`src/rtl/sync_output_mux_pkg.sv`:
```
// Shared definitions for the per-bit synchronous output multiplexer.
//   lane_state_e : per-lane switch FSM encoding (STABLE / PENDING)
//   sel_width()  : select-field width for a given number of sources
//   SEL_W        : select width for the default two-source configuration
package sync_output_mux_pkg;

  typedef enum logic {
    STABLE  = 1'b0,
    PENDING = 1'b1
  } lane_state_e;

  // A single-source mux still needs a 1-bit select field.
  function automatic int sel_width(input int num_inputs);
    return (num_inputs > 1) ? $clog2(num_inputs) : 1;
  endfunction

  localparam int DEFAULT_NUM_INPUTS = 2;
  localparam int SEL_W = sel_width(DEFAULT_NUM_INPUTS);

endpackage

```
`src/rtl/sync_mux_lane.sv`:
```
// One output bit of the synchronous output multiplexer.
// Holds the active/target source selection, the idle-run counter, the
// STABLE/PENDING switch FSM and the registered output bit.
//   sys_clk, rst : clock, synchronous active-high reset
//   src_bits     : this bit of every source
//   sel_req      : requested source index, sampled when req_valid is high
//   req_valid    : request strobe
//   force_req    : switch immediately without waiting for idle
//   out_bit      : registered output (1-cycle latency)
//   active_sel   : source currently driving the output
//   pending      : a switch is waiting for its safe point
//   done         : 1-cycle pulse when active_sel changes
//   sel_err      : 1-cycle pulse on an out-of-range request
module sync_mux_lane
  import sync_output_mux_pkg::*;
#(
  parameter int   NUM_INPUTS  = 2,
  parameter int   IDLE_CYCLES = 3,
  parameter int   LANE_SEL_W  = 1,
  parameter logic IDLE_BIT    = 1'b1
) (
  input  logic                  sys_clk,
  input  logic                  rst,
  input  logic [NUM_INPUTS-1:0] src_bits,
  input  logic [LANE_SEL_W-1:0] sel_req,
  input  logic                  req_valid,
  input  logic                  force_req,
  output logic                  out_bit,
  output logic [LANE_SEL_W-1:0] active_sel,
  output logic                  pending,
  output logic                  done,
  output logic                  sel_err
);

  localparam int CNT_W = $clog2(IDLE_CYCLES + 1);

  lane_state_e           state_q, state_d;
  logic [LANE_SEL_W-1:0] active_q, active_d;
  logic [LANE_SEL_W-1:0] target_q, target_d;
  logic [CNT_W-1:0]      cnt_q, cnt_d;
  logic                  out_q, out_d;
  logic                  done_q, done_d;
  logic                  err_q, err_d;

  logic idx_ok;
  logic req_ok;
  logic idle;

  assign idx_ok = (int'(sel_req) < NUM_INPUTS);
  assign req_ok = req_valid && idx_ok;
  // Safe point: both the outgoing and the incoming source sit at idle.
  assign idle   = (src_bits[active_q] == IDLE_BIT) && (src_bits[target_q] == IDLE_BIT);

  always_comb begin
    state_d  = state_q;
    active_d = active_q;
    target_d = target_q;
    cnt_d    = cnt_q;
    out_d    = src_bits[active_q];
    done_d   = 1'b0;
    err_d    = req_valid && !idx_ok;

    // An out-of-range request is treated as if no request was made.
    if (req_ok && force_req) begin
      state_d = STABLE;
      cnt_d   = '0;
      if (sel_req != active_q) begin
        active_d = sel_req;
        done_d   = 1'b1;
      end
    end else if (req_ok) begin
      cnt_d = '0;
      if (sel_req == active_q) begin
        // Requesting the current source is a no-op when stable and a
        // cancel when a switch is pending.
        state_d = STABLE;
      end else begin
        target_d = sel_req;
        state_d  = PENDING;
      end
    end else if (state_q == PENDING) begin
      if (force_req) begin
        active_d = target_q;
        done_d   = 1'b1;
        state_d  = STABLE;
        cnt_d    = '0;
      end else if (idle) begin
        if (cnt_q == CNT_W'(IDLE_CYCLES - 1)) begin
          active_d = target_q;
          done_d   = 1'b1;
          state_d  = STABLE;
          cnt_d    = '0;
        end else if (cnt_q != CNT_W'(IDLE_CYCLES)) begin
          cnt_d = cnt_q + CNT_W'(1);
        end
      end else begin
        cnt_d = '0;
      end
    end
  end

  always_ff @(posedge sys_clk) begin
    if (rst) begin
      state_q  <= STABLE;
      active_q <= '0;
      target_q <= '0;
      cnt_q    <= '0;
      out_q    <= IDLE_BIT;
      done_q   <= 1'b0;
      err_q    <= 1'b0;
    end else begin
      state_q  <= state_d;
      active_q <= active_d;
      target_q <= target_d;
      cnt_q    <= cnt_d;
      out_q    <= out_d;
      done_q   <= done_d;
      err_q    <= err_d;
    end
  end

  assign out_bit    = out_q;
  assign active_sel = active_q;
  assign pending    = (state_q == PENDING);
  assign done       = done_q;
  assign sel_err    = err_q;

endmodule

```
`src/rtl/sync_output_mux.sv`:
```
// WIDTH-bit output multiplexer where every bit independently selects one
// of NUM_INPUTS sources and only switches once both old and new source
// have been idle for IDLE_CYCLES cycles (or immediately when forced).
//   sys_clk, rst   : clock, synchronous active-high reset
//   in_lines       : source i at [i*WIDTH +: WIDTH]
//   select_req     : requested source of bit b at [b*SW +: SW]
//   req_valid      : per-bit request strobe
//   force_req      : per-bit immediate switch
//   out_line       : registered mux output
//   active_select  : current source per bit
//   switch_pending : per-bit waiting-for-safe-point flag
//   switch_done    : per-bit pulse on active_select change
//   sel_error      : per-bit pulse on an invalid requested index
module sync_output_mux
  import sync_output_mux_pkg::*;
#(
  parameter int               WIDTH       = 4,
  parameter int               NUM_INPUTS  = 2,
  parameter int               IDLE_CYCLES = 3,
  parameter logic [WIDTH-1:0] IDLE_LEVEL  = {WIDTH{1'b1}},
  localparam int              SW          = sel_width(NUM_INPUTS)
) (
  input  logic                        sys_clk,
  input  logic                        rst,
  input  logic [NUM_INPUTS*WIDTH-1:0] in_lines,
  input  logic [WIDTH*SW-1:0]         select_req,
  input  logic [WIDTH-1:0]            req_valid,
  input  logic [WIDTH-1:0]            force_req,
  output logic [WIDTH-1:0]            out_line,
  output logic [WIDTH*SW-1:0]         active_select,
  output logic [WIDTH-1:0]            switch_pending,
  output logic [WIDTH-1:0]            switch_done,
  output logic [WIDTH-1:0]            sel_error
);

  for (genvar gi = 0; gi < WIDTH; gi++) begin : g_lane
    // Gather bit gi of every source into one vector for this lane.
    logic [NUM_INPUTS-1:0] lane_src;
    for (genvar si = 0; si < NUM_INPUTS; si++) begin : g_src
      assign lane_src[si] = in_lines[si*WIDTH + gi];
    end

    sync_mux_lane #(
      .NUM_INPUTS (NUM_INPUTS),
      .IDLE_CYCLES(IDLE_CYCLES),
      .LANE_SEL_W (SW),
      .IDLE_BIT   (IDLE_LEVEL[gi])
    ) u_lane (
      .sys_clk   (sys_clk),
      .rst       (rst),
      .src_bits  (lane_src),
      .sel_req   (select_req[gi*SW +: SW]),
      .req_valid (req_valid[gi]),
      .force_req (force_req[gi]),
      .out_bit   (out_line[gi]),
      .active_sel(active_select[gi*SW +: SW]),
      .pending   (switch_pending[gi]),
      .done      (switch_done[gi]),
      .sel_err   (sel_error[gi])
    );
  end

endmodule

```
`config.mk`:
```
export PLATFORM = sky130hd
export DESIGN_NAME = sync_output_mux
export DESIGN_NICKNAME = d
export VERILOG_FILES = /design/src/rtl/sync_output_mux_pkg.sv /design/src/rtl/sync_mux_lane.sv /design/src/rtl/sync_output_mux.sv
export SDC_FILE = /design/constraint.sdc
export NUM_CORES = 1
export LEC_CHECK = 0
export ABC_AREA = 1
export CAP_MARGIN = 10
export CORE_MARGIN = 2
export CORE_UTILIZATION = 44
export DETAILED_ROUTE_END_ITERATION = 10
export PLACE_DENSITY = 0.81
export SYNTH_ARGS = -nofsm -noshare
export SYNTH_HDL_FRONTEND = slang
export SYNTH_SLANG_ARGS = --single-unit
```
`constraint.sdc`:
```
create_clock -name sys_clk -period 0.95 [get_ports sys_clk]
set_input_delay 0.19 -clock sys_clk [delete_from_list [all_inputs] [get_ports sys_clk]]
set_output_delay 0.19 -clock sys_clk [all_outputs]
set_load 0.02 [all_outputs]
```
==> results.txt <==
cell with the biggest individual delay on the critical path = sky130_fd_sc_hd__dfxtp_2
delay of the slowest critical-path stage = 0.36 ns
class of the most critical setup path = reg -> reg
met2 global-route usage = 33.29%
met3 track demand over resource = 1.884%
antenna violations before repair = 0
Vias = 1797
number of stages on the worst hold path = 3
Final min period = 1.131 ns
Skew-Pair Late Insertion Delay = 0.27 ns
worst reg2reg path depth = 8
Setup Total Neg Slack = -1.901 ns
Die Span Y = 65.36 um
hold buffer count at CTS = 0
Clock Skew = 0.001614 ns
number of global-route vias before repair = 1513
clock transition at the registers of the reported paths = 0.09 ns
cell family with most CP delay = flip-flops
placed wire-length estimate = 2755 um
number of I/O pins = 42
achievable clock frequency = 884.0 MHz
Max FO, Critical Path = 4
initial core utilization = 45.59%
final critical-path share of the clock period = 119.1%
CTS Buffer Depth = 2
MaxCap Viol Count = 0
CTS tree = yes
total core area = 3633 um2
Hold Path Origin = in_lines[0]
status = complete, but fails checks
most crowded layer after global routing = met2
post-synthesis cell type count = 18
combined global-route utilization of all metal layers = 17.93%
number of DRC markers in iteration 0 = 113
maximum VDD drop = 469.4 uV
Static Leakage = 1.211 nW
count of standard-cell rows = 22
most instantiated library cell after synthesis = sky130_fd_sc_hd__nand2_1
setup repair after global routing missed its margin = true
buffer and inverter count on the worst path = 2
Top cell by count, worst path = sky130_fd_sc_hd__nand2_2
Clock Sinks = 28
Initial DRT Pass Iterations = 4
Final Instance Count excl. Fillers = 369
Final Max Tran Viols = 0
sequential element share of the synthesized area = 33.84%
area of the die = 4272 um2
number of cells produced by synthesis = 254
Data arrival, critical path = 1.30 ns
number of setup violations in the final report = 25
utilization after layout = 71.66%
largest net degree at the start of global routing = 15
post-route cell area = 2604 um2
FF-to-FF setup slack = -0.18 ns
Global Route met1 Usage = 21.56%
worst flop-to-flop path endpoint = g_lane[3].u_lane.target_q
# nets final = 345
number of flops mapped to enable cells by yosys = 0
flops & latches, synth = 28
number of port buffers = 37
final hold violation count = 0
floorplan die width = 65.36 um
area delta synth->final = 57.18%
GPL Wtd Cong = 0.8864
synthesized area per cell = 6.522 um2
total clock buffers created by CTS = 3
share of flip-flops with an asynchronous set or reset = 0%
drt via density = 4.870
synth top area cells = sky130_fd_sc_hd__dfxtp_1 (34%), sky130_fd_sc_hd__nand2_1 (15%), sky130_fd_sc_hd__buf_4 (9.5%)
top cell types by occurrence after synthesis = sky130_fd_sc_hd__nand2_1 (64), sky130_fd_sc_hd__inv_1 (30), sky130_fd_sc_hd__dfxtp_1 (28), sky130_fd_sc_hd__nor2_1 (26), sky130_fd_sc_hd__buf_4 (21)
routed wire length = 4287 um
warning count from the yosys run = 0
main flop type after synthesis = sky130_fd_sc_hd__dfxtp_1
placement-stage cell area = 2223 um2
share of the synthesized area in the top cell type = 33.84%
global-route wire length before repair = 6147 um
power density of the placed cells = 1046 nW/um2
routed length per instance = 11.62 um
violations in the final reports = setup timing
total global routing overflow = 0
maximum level of the CTS H-tree = 1
Startpoint Class = register
worst hold slack after final layout = 0.2470 ns
terminating pin of the worst hold path = g_lane[0].u_lane.out_bit
nature of the critical path endpoint = register
ratio of cells with drive above 1 in the final layout = 47.35%
Yosys top cell by area = sky130_fd_sc_hd__dfxtp_1
ANT cells = 0
slack of the critical path = -0.1812 ns
root buffer cell = sky130_fd_sc_hd__clkbuf_8
critical path data required time = 1.12 ns
worst flop-to-flop path startpoint = g_lane[3].u_lane.active_sel
cell area after technology mapping = 1657 um2
type of the most critical hold path = in -> reg
crit-path cells = buf_6 > inv_4 > nand2_2 > nand2_4 > nor2_4 > nand2_2 > o21ai_2 > a21oi_1
residual antenna-violating net count after detailed routing = 0
DR DRC count = 0
placed instance count = 358
-- stage by stage --
stage | setup WS [ns] | power (mW)
finish | -0.1812 | 2.722
global placement | -0.3706 | 1.907
CTS | -0.1204 | 2.593
floorplan | 0.006941 | 1.653
global route | -0.2629 | 2.866
detailed placement | -0.4130 | 1.918
-- layer usage --
metal | vias up | share of wire [%]
li1 | 914 | -
met1 | 840 | 43
met2 | 41 | 53
met3 | 2 | 3.5
met4 | 0 | 0.72
met5 | - | 0
-- layout make-up --
| class | count | area (um2) |
|---|---|---|
| fillers | 294 | 1030 |
| inverters | 34 | 142.6 |
| multi-input cells | 173 | 1031 |
| repair buffers | 83 | 750.7 |
| flip-flops and latches | 28 | 578.1 |
| well taps | 48 | 60.06 |
| clock buffers | 3 | 41.29 |
-- state kept, by name, indices dropped and copies added, names as in the netlist --
| name | cells |
|---|---|
| g_lane.u_lane.active_sel | 4 |
| g_lane.u_lane.target_q | 4 |
| g_lane.u_lane.done | 4 |
| g_lane.u_lane.out_bit | 4 |
| g_lane.u_lane.cnt_q | 8 |
| g_lane.u_lane.pending | 4 |
-- report_power, final --
group | internal [mW] | leakage (nW) | switching, mW | total [mW]
Sequential | 1.23 | 0.234 | 0.0292 | 1.26
Combinational | 0.378 | 0.956 | 0.436 | 0.814
Clock | 0.285 | 0.0216 | 0.367 | 0.652
-- logic make-up (layout without fill, tap and decap cells) --
kind of cell | after synthesis | after routing | share of synthesized area, %
AND/OR/NAND/NOR | 134 | 134 | 36.93
AO/OA/AOI/OAI | 35 | 35 | 11.48
other | 1 | 4 | 0.2264
flip-flops | 28 | 28 | 33.84
buffers and inverters | 56 | 120 | 17.52
-- worst max-delay path by stage --
stage	start	endpoint	slack, ns	cells after the start
floorplan	g_lane[2].u_lane.active_sel	g_lane[2].u_lane.active_sel	0.007	7
global placement	select_req[2]	g_lane[2].u_lane.active_sel	-0.37	8
detailed placement	select_req[0]	g_lane[0].u_lane.active_sel	-0.41	8
CTS	g_lane[0].u_lane.active_sel	g_lane[0].u_lane.active_sel	-0.12	9
global route	g_lane[3].u_lane.active_sel	g_lane[3].u_lane.target_q	-0.26	8
finish	g_lane[3].u_lane.active_sel	g_lane[3].u_lane.target_q	-0.18	8
-- layout by cell type, fill, tap and decap left out --
cell type / instances
sky130_fd_sc_hd__buf_2: 1
sky130_fd_sc_hd__o21ai_4: 2
sky130_fd_sc_hd__dlygate4sd2_1: 4
sky130_fd_sc_hd__dfxtp_2: 14
sky130_fd_sc_hd__nand2_2: 30
sky130_fd_sc_hd__nor2_4: 1
sky130_fd_sc_hd__inv_1: 27
sky130_fd_sc_hd__nand3_4: 2
sky130_fd_sc_hd__nor2_2: 5
sky130_fd_sc_hd__inv_2: 3
sky130_fd_sc_hd__buf_4: 43
sky130_fd_sc_hd__inv_4: 2
sky130_fd_sc_hd__a21oi_1: 11
sky130_fd_sc_hd__nand2_1: 40
sky130_fd_sc_hd__nand2_4: 10
sky130_fd_sc_hd__o21ai_0: 6
sky130_fd_sc_hd__dlymetal6s2s_1: 6
sky130_fd_sc_hd__nand3_2: 7
sky130_fd_sc_hd__clkbuf_8: 3
sky130_fd_sc_hd__a21oi_2: 6
sky130_fd_sc_hd__buf_6: 18
sky130_fd_sc_hd__nor2_1: 22
sky130_fd_sc_hd__inv_6: 2
sky130_fd_sc_hd__o21a_1: 3
sky130_fd_sc_hd__conb_1: 4
sky130_fd_sc_hd__dfxtp_1: 14
sky130_fd_sc_hd__o21ai_1: 4
sky130_fd_sc_hd__nand3_1: 8
sky130_fd_sc_hd__nand4_1: 9
sky130_fd_sc_hd__o21ai_2: 3
sky130_fd_sc_hd__clkdlybuf4s50_1: 11
-- worst register-to-register path, stage by stage (launching register included) --
cell and delay (ns):
sky130_fd_sc_hd__dfxtp_2 0.36, sky130_fd_sc_hd__buf_6 0.12, sky130_fd_sc_hd__inv_4 0.04, sky130_fd_sc_hd__nand2_2 0.07, sky130_fd_sc_hd__nand2_4 0.07, sky130_fd_sc_hd__nor2_4 0.09
sky130_fd_sc_hd__nand2_2 0.08, sky130_fd_sc_hd__o21ai_2 0.15, sky130_fd_sc_hd__a21oi_1 0.06
-- timing repair --
action,4_1_cts,5_1_grt
cloned,0,0
resized for setup,109,79
setup buffers,5,3
endpoints found under the setup margin,39,39
pin swaps,12,14
Note: power is estimated with default switching activity, not from simulation.
